<file path="config.mk">
export PLATFORM = sky130hd
export DESIGN_NAME = memdados_arbiter
export DESIGN_NICKNAME = d
export VERILOG_FILES = /design/src/rtl/memdados_arb_pkg.sv /design/src/rtl/memdados_arbiter_rr_arb2.sv /design/src/rtl/memdados_arbiter.sv
export SDC_FILE = /design/constraint.sdc
export NUM_CORES = 1
export LEC_CHECK = 0
export ABC_AREA = 1
export BUFFER_PORTS_ARGS = -buffer_cell sky130_fd_sc_hd__buf_2
export CAP_MARGIN = 20
export CORE_MARGIN = 3
export CORE_UTILIZATION = 45
export CTS_CLUSTER_DIAMETER = 200
export DETAILED_ROUTE_END_ITERATION = 6
export PLACE_DENSITY_LB_ADDON = 0.2
export SYNTH_ARGS = -nofsm -noshare
export SYNTH_HDL_FRONTEND = slang
export SYNTH_SLANG_ARGS = --single-unit
</file>
<file path="constraint.sdc">
create_clock -name clk -period 2.6 [get_ports clk]
set_clock_uncertainty 0.05 [all_clocks]
set_input_delay 0.26 -clock clk [delete_from_list [all_inputs] [get_ports clk]]
set_output_delay 0.26 -clock clk [all_outputs]
set_load 0.02 [all_outputs]
</file>
<file path="src/rtl/memdados_arb_pkg.sv">
// Shared definitions for the memdados two-requester access controller:
// FSM state encoding, requester IDs and the default memory depth.
package memdados_arb_pkg;

  typedef logic [1:0] arb_state_t;

  localparam arb_state_t ST_IDLE   = 2'd0;
  localparam arb_state_t ST_ACCESS = 2'd1;
  localparam arb_state_t ST_DONE   = 2'd2;

  localparam logic REQ_CPU = 1'b0;
  localparam logic REQ_DBG = 1'b1;

  localparam int MEM_WORDS_DEF = 256;

endpackage

</file>
<file path="src/rtl/memdados_arbiter_rr_arb2.sv">
// Two-way round-robin pick: a lone requester wins outright, and on a tie
// the requester that was not granted last time wins.
module rr_arb2
  import memdados_arb_pkg::*;
(
  input  logic [1:0] req,
  input  logic       last_grant,
  output logic       gnt_valid,
  output logic       gnt_id
);

  assign gnt_valid = |req;

  always_comb begin
    gnt_id = REQ_CPU;
    case (req)
      2'b01:   gnt_id = REQ_CPU;
      2'b10:   gnt_id = REQ_DBG;
      2'b11:   gnt_id = ~last_grant;
      default: gnt_id = REQ_CPU;
    endcase
  end

endmodule

</file>
<file path="src/rtl/memdados_arbiter.sv">
// Serialises CPU (port 0) and debug (port 1) accesses to memdados.
// Define MEMDADOS_ARB_CHECK_EN to reject misaligned/out-of-range addresses via err0/err1.
module memdados_arbiter
  import memdados_arb_pkg::*;
#(
  parameter int MEM_WORDS = MEM_WORDS_DEF,
  parameter int DATA_W    = 32
)
(
  input  logic              clk,
  input  logic              reset,
  // Handshake: reqN is held high with we/addr/wdata stable until ackN pulses
  // for one cycle; the requester must drop reqN in the cycle after ackN.
  input  logic              req0,
  input  logic              we0,
  input  logic [DATA_W-1:0] addr0,
  input  logic [DATA_W-1:0] wdata0,
  output logic              ack0,
  output logic [DATA_W-1:0] rdata0,
  input  logic              req1,
  input  logic              we1,
  input  logic [DATA_W-1:0] addr1,
  input  logic [DATA_W-1:0] wdata1,
  output logic              ack1,
  output logic [DATA_W-1:0] rdata1,
`ifdef MEMDADOS_ARB_CHECK_EN
  output logic              err0,
  output logic              err1,
`endif
  output logic [DATA_W-1:0] mem_address,
  output logic [DATA_W-1:0] mem_dataWrite,
  output logic              mem_memWrite,
  output logic              mem_memRead,
  input  logic [DATA_W-1:0] mem_dataRead,
  output logic              busy,
  output logic [1:0]        dbg_state
);

  arb_state_t        state;
  logic              owner;
  logic              last_grant;
  logic              we_q;
  logic [DATA_W-1:0] addr_q;
  logic [DATA_W-1:0] wdata_q;
  logic [DATA_W-1:0] rdata0_q;
  logic [DATA_W-1:0] rdata1_q;

  logic              gnt_valid;
  logic              gnt_id;
  logic              win_we;
  logic [DATA_W-1:0] win_addr;
  logic [DATA_W-1:0] win_wdata;
  logic              win_bad;

  rr_arb2 u_rr_arb2 (
    .req        ({req1, req0}),
    .last_grant (last_grant),
    .gnt_valid  (gnt_valid),
    .gnt_id     (gnt_id)
  );

  assign win_we    = gnt_id ? we1    : we0;
  assign win_addr  = gnt_id ? addr1  : addr0;
  assign win_wdata = gnt_id ? wdata1 : wdata0;

`ifdef MEMDADOS_ARB_CHECK_EN
  logic err_q;
  assign win_bad = (win_addr[1:0] != 2'b00) ||
                   (win_addr[DATA_W-1:2] >= (DATA_W-2)'(MEM_WORDS));
`else
  assign win_bad = 1'b0;
`endif

  always_ff @(posedge clk) begin
    if (!reset) begin
      state      <= ST_IDLE;
      owner      <= REQ_CPU;
      last_grant <= REQ_DBG;
      we_q       <= 1'b0;
      addr_q     <= '0;
      wdata_q    <= '0;
      rdata0_q   <= '0;
      rdata1_q   <= '0;
`ifdef MEMDADOS_ARB_CHECK_EN
      err_q      <= 1'b0;
`endif
    end else begin
      case (state)
        ST_IDLE: begin
          if (gnt_valid) begin
            owner <= gnt_id;
            if (win_bad) begin
              // Rejected requests skip the memory entirely but still rotate priority.
              state      <= ST_DONE;
              last_grant <= gnt_id;
`ifdef MEMDADOS_ARB_CHECK_EN
              err_q      <= 1'b1;
`endif
            end else begin
              state   <= ST_ACCESS;
              we_q    <= win_we;
              addr_q  <= win_addr;
              wdata_q <= win_wdata;
`ifdef MEMDADOS_ARB_CHECK_EN
              err_q   <= 1'b0;
`endif
            end
          end
        end
        ST_ACCESS: begin
          last_grant <= owner;
          if (!we_q) begin
            if (owner == REQ_DBG) rdata1_q <= mem_dataRead;
            else                  rdata0_q <= mem_dataRead;
          end
          state <= ST_DONE;
        end
        ST_DONE:  state <= ST_IDLE;
        default:  state <= ST_IDLE;
      endcase
    end
  end

  // Address/data are driven from the latch so they hold outside ACCESS.
  assign mem_address   = addr_q;
  assign mem_dataWrite = wdata_q;
  assign mem_memWrite  = (state == ST_ACCESS) &&  we_q;
  assign mem_memRead   = (state == ST_ACCESS) && !we_q;

  assign ack0   = (state == ST_DONE) && (owner == REQ_CPU);
  assign ack1   = (state == ST_DONE) && (owner == REQ_DBG);
  assign rdata0 = rdata0_q;
  assign rdata1 = rdata1_q;

`ifdef MEMDADOS_ARB_CHECK_EN
  assign err0 = ack0 && err_q;
  assign err1 = ack1 && err_q;
`endif

  assign busy      = (state != ST_IDLE);
  assign dbg_state = state;

endmodule

</file>
==> results.json <==
{
  "status": "completed",
  "viasPerCell": 4.75,
  "ys_ff_latch": 133,
  "grt_antenna_before_repair": 0,
  "cp-end-kind": "primary output",
  "syn_area_sq_um": 6620,
  "place_congestion": 0.800,
  "p_leak_nw": 4.78,
  "worst_slew_pin_slew_ps": 881,
  "synth_top_cell_by_area": "dfxtp_1",
  "clkLatencyLatePin_ps": 410,
  "finalHoldViolations": 0,
  "arrival_ps": 1830,
  "criticalPathCategory": "flop to primary output",
  "cts_buffers": 17,
  "grt_pass1_wl_mm": 30.9,
  "peakVddDrop_mv": 0.467,
  "final_cell_mix": "buf_2 (298), nor2_1 (263), nand2_1 (261)",
  "syn-num-nets": 1212,
  "total_power_w": 0.00602,
  "synth_simple_gate_area_share_pct": 40.9,
  "dr.pass1.iters": 4,
  "tns_ps": 0,
  "grt_pass1_vias": 6392,
  "core_area_sq_um": 14100,
  "cpMaxStageDelayCell": "nor2_4",
  "portBuffers": 300,
  "rsz0062_at_grt": "no",
  "hpwl_mm": 13.7,
  "maxCapViolCount": 0,
  "ant_nets": 0,
  "relSlewSlack_pct": 41.0,
  "worstPathRequired_ps": 2290,
  "fin_crit_sh_pct": 82.2,
  "min_path_type": "input pin to flop",
  "post_cts_buffers": 0,
  "synth-seq-area-share_pct": 40.2,
  "synth.area.top_cells": "dfxtp_1 (40%), nor2_1 (15%), nand2_1 (15%)",
  "finalWirelength_mm": 19.6,
  "dieArea_sq_um": 16200,
  "gr-total-overflow": 0,
  "nets": 1469,
  "yosysUniqueCellTypes": 16,
  "cts-htree-levels": 4,
  "cts_tree": "yes",
  "root_buffer": "clkbuf_16",
  "layout_commonest_cell": "buf_2",
  "grt_usage_pct": 23.5,
  "n_antenna_cell": 0,
  "cts_resized": 0,
  "pin_count": 301,
  "p_seq_share_pct": 38.6,
  "drt_iter0_markers": 337,
  "synthMuxAreaShare_pct": 0,
  "die_h_um": 127,
  "start_kind": "flop",
  "rows": 43,
  "synth_top_family_by_area": "simple AND/OR/NAND/NOR gates",
  "clk_pin_slew_worst_paths_ps": 60,
  "p_clk_share_pct": 37.6,
  "worst-path-buf-inv": 3,
  "internal_power_w": 0.00414,
  "synth_xor_area_share_pct": 0,
  "syn_avg_cell_area_sq_um": 6.33,
  "switching_share_pct": 31.3,
  "crit_chain": "inv_2 -> nor2_4 -> inv_1 -> nor2_1 -> buf_2",
  "synth_compound_area_share_pct": 7.65,
  "holdBufCountCts": 0,
  "cts.sinks": 133,
  "period_needed_ps": 2140,
  "syn_to_final_growth_pct": 32.1,
  "clk_path_buf_depth": 2,
  "setup_violations": 0,
  "netlist_instances": 1046,
  "maxSlewViolCount": 0,
  "via_count": 7096,
  "wire_per_inst_um": 13.1,
  "start_util_pct": 46.8,
  "fin_util_pct": 61.8,
  "p_per_area_nw_per_um2": 689,
  "power.net_switching_w": 0.00188,
  "p_comb_share_pct": 23.8,
  "max_freq_mhz": 468,
  "grt_max_degree": 72,
  "post-route-drc-count": 0,
  "critPathMaxFanout": 27,
  "dieWidth_um": 127,
  "max_stage_delay_ps": 490,
  "yosysWarnings": 0,
  "drive_gt1_share_pct": 27.1,
  "cp_top_family": "simple AND/OR/NAND/NOR gates",
  "yosys.area_share.adder_pct": 0,
  "synth_top_area_share_pct": 40.2
}
## power by group through the flow
stage          Combinational (W)  Clock [W]  Sequential (W)
2_1_floorplan           0.000731          0         0.00259
3_3_place_gp             0.00143          0         0.00236
3_5_place_dp             0.00144          0         0.00237
4_1_cts                  0.00144    0.00230         0.00233
5_1_grt                  0.00161    0.00239         0.00235
6_report                 0.00143    0.00227         0.00233
## final timing paths
kind,from,cells past startpoint,end,slack [ps]
max reg2reg,dbg_state[0],5,rdata1[13],770
min,wdata1[24],5,mem_dataWrite[24],120
max,dbg_state[0],5,mem_memWrite,460
min reg2reg,rdata1[4],2,rdata1[4],410
## tightest hold or removal path, cell delays in order
cell	delay (ps)
buf_2	70
nand3_1	60
nand2_1	60
nor2_1	30
nor2_1	60
## stage by stage
stage | cell area, sq um | hold WS, ps | cells | worst slack [ps]
floorplan | 6620 | 372 | 1046 | 1110
global placement | 8180 | 393 | 1464 | 602
detailed placement | 8180 | 404 | 1464 | 576
CTS | 8750 | 111 | 1495 | 445
global route | 8750 | 131 | 1495 | 271
finish | 8750 | 122 | 1495 | 462
## layer usage
layer	routed length, um	vias up	GRT usage, %
li1	-	3743	-
met1	8130	3077	27.6
met2	9210	242	40.3
met3	1750	34	7.23
met4	476	0	8.83
met5	0	-	0
## layout make-up
cell class                      count  area [sq um]
Clock buffer                       23           488
Tap cell                          180           225
Timing Repair Buffer              316          1660
Inverter                          103           387
Fill cell                        1447          5400
Clock inverter                      8          75.1
Multi-Input combinational cell    732          3240
Sequential cell                   133          2660
## flip-flops by register name (all words and copies together) (netlist names)
| signal | cells |
|---|---|
| dbg_state | 2 |
| last_grant | 1 |
| mem_address | 32 |
| mem_dataWrite | 32 |
| owner | 1 |
| rdata0 | 32 |
| rdata1 | 32 |
| we_q | 1 |
## cell families after synthesis
logic type,count (synthesis)
buf+inv,181
simple gates,664
flops,133
compound gates,68
## synth_stat cells, drive strengths merged
cell type / number
nand2: 262
clkbuf: 26
dfxtp: 133
nor3: 3
inv: 103
nand4: 32
nand3: 99
a21boi: 65
o21ai: 1
buf: 52
a21oi: 2
nor2: 268
Power figures use the tool's default switching activity.
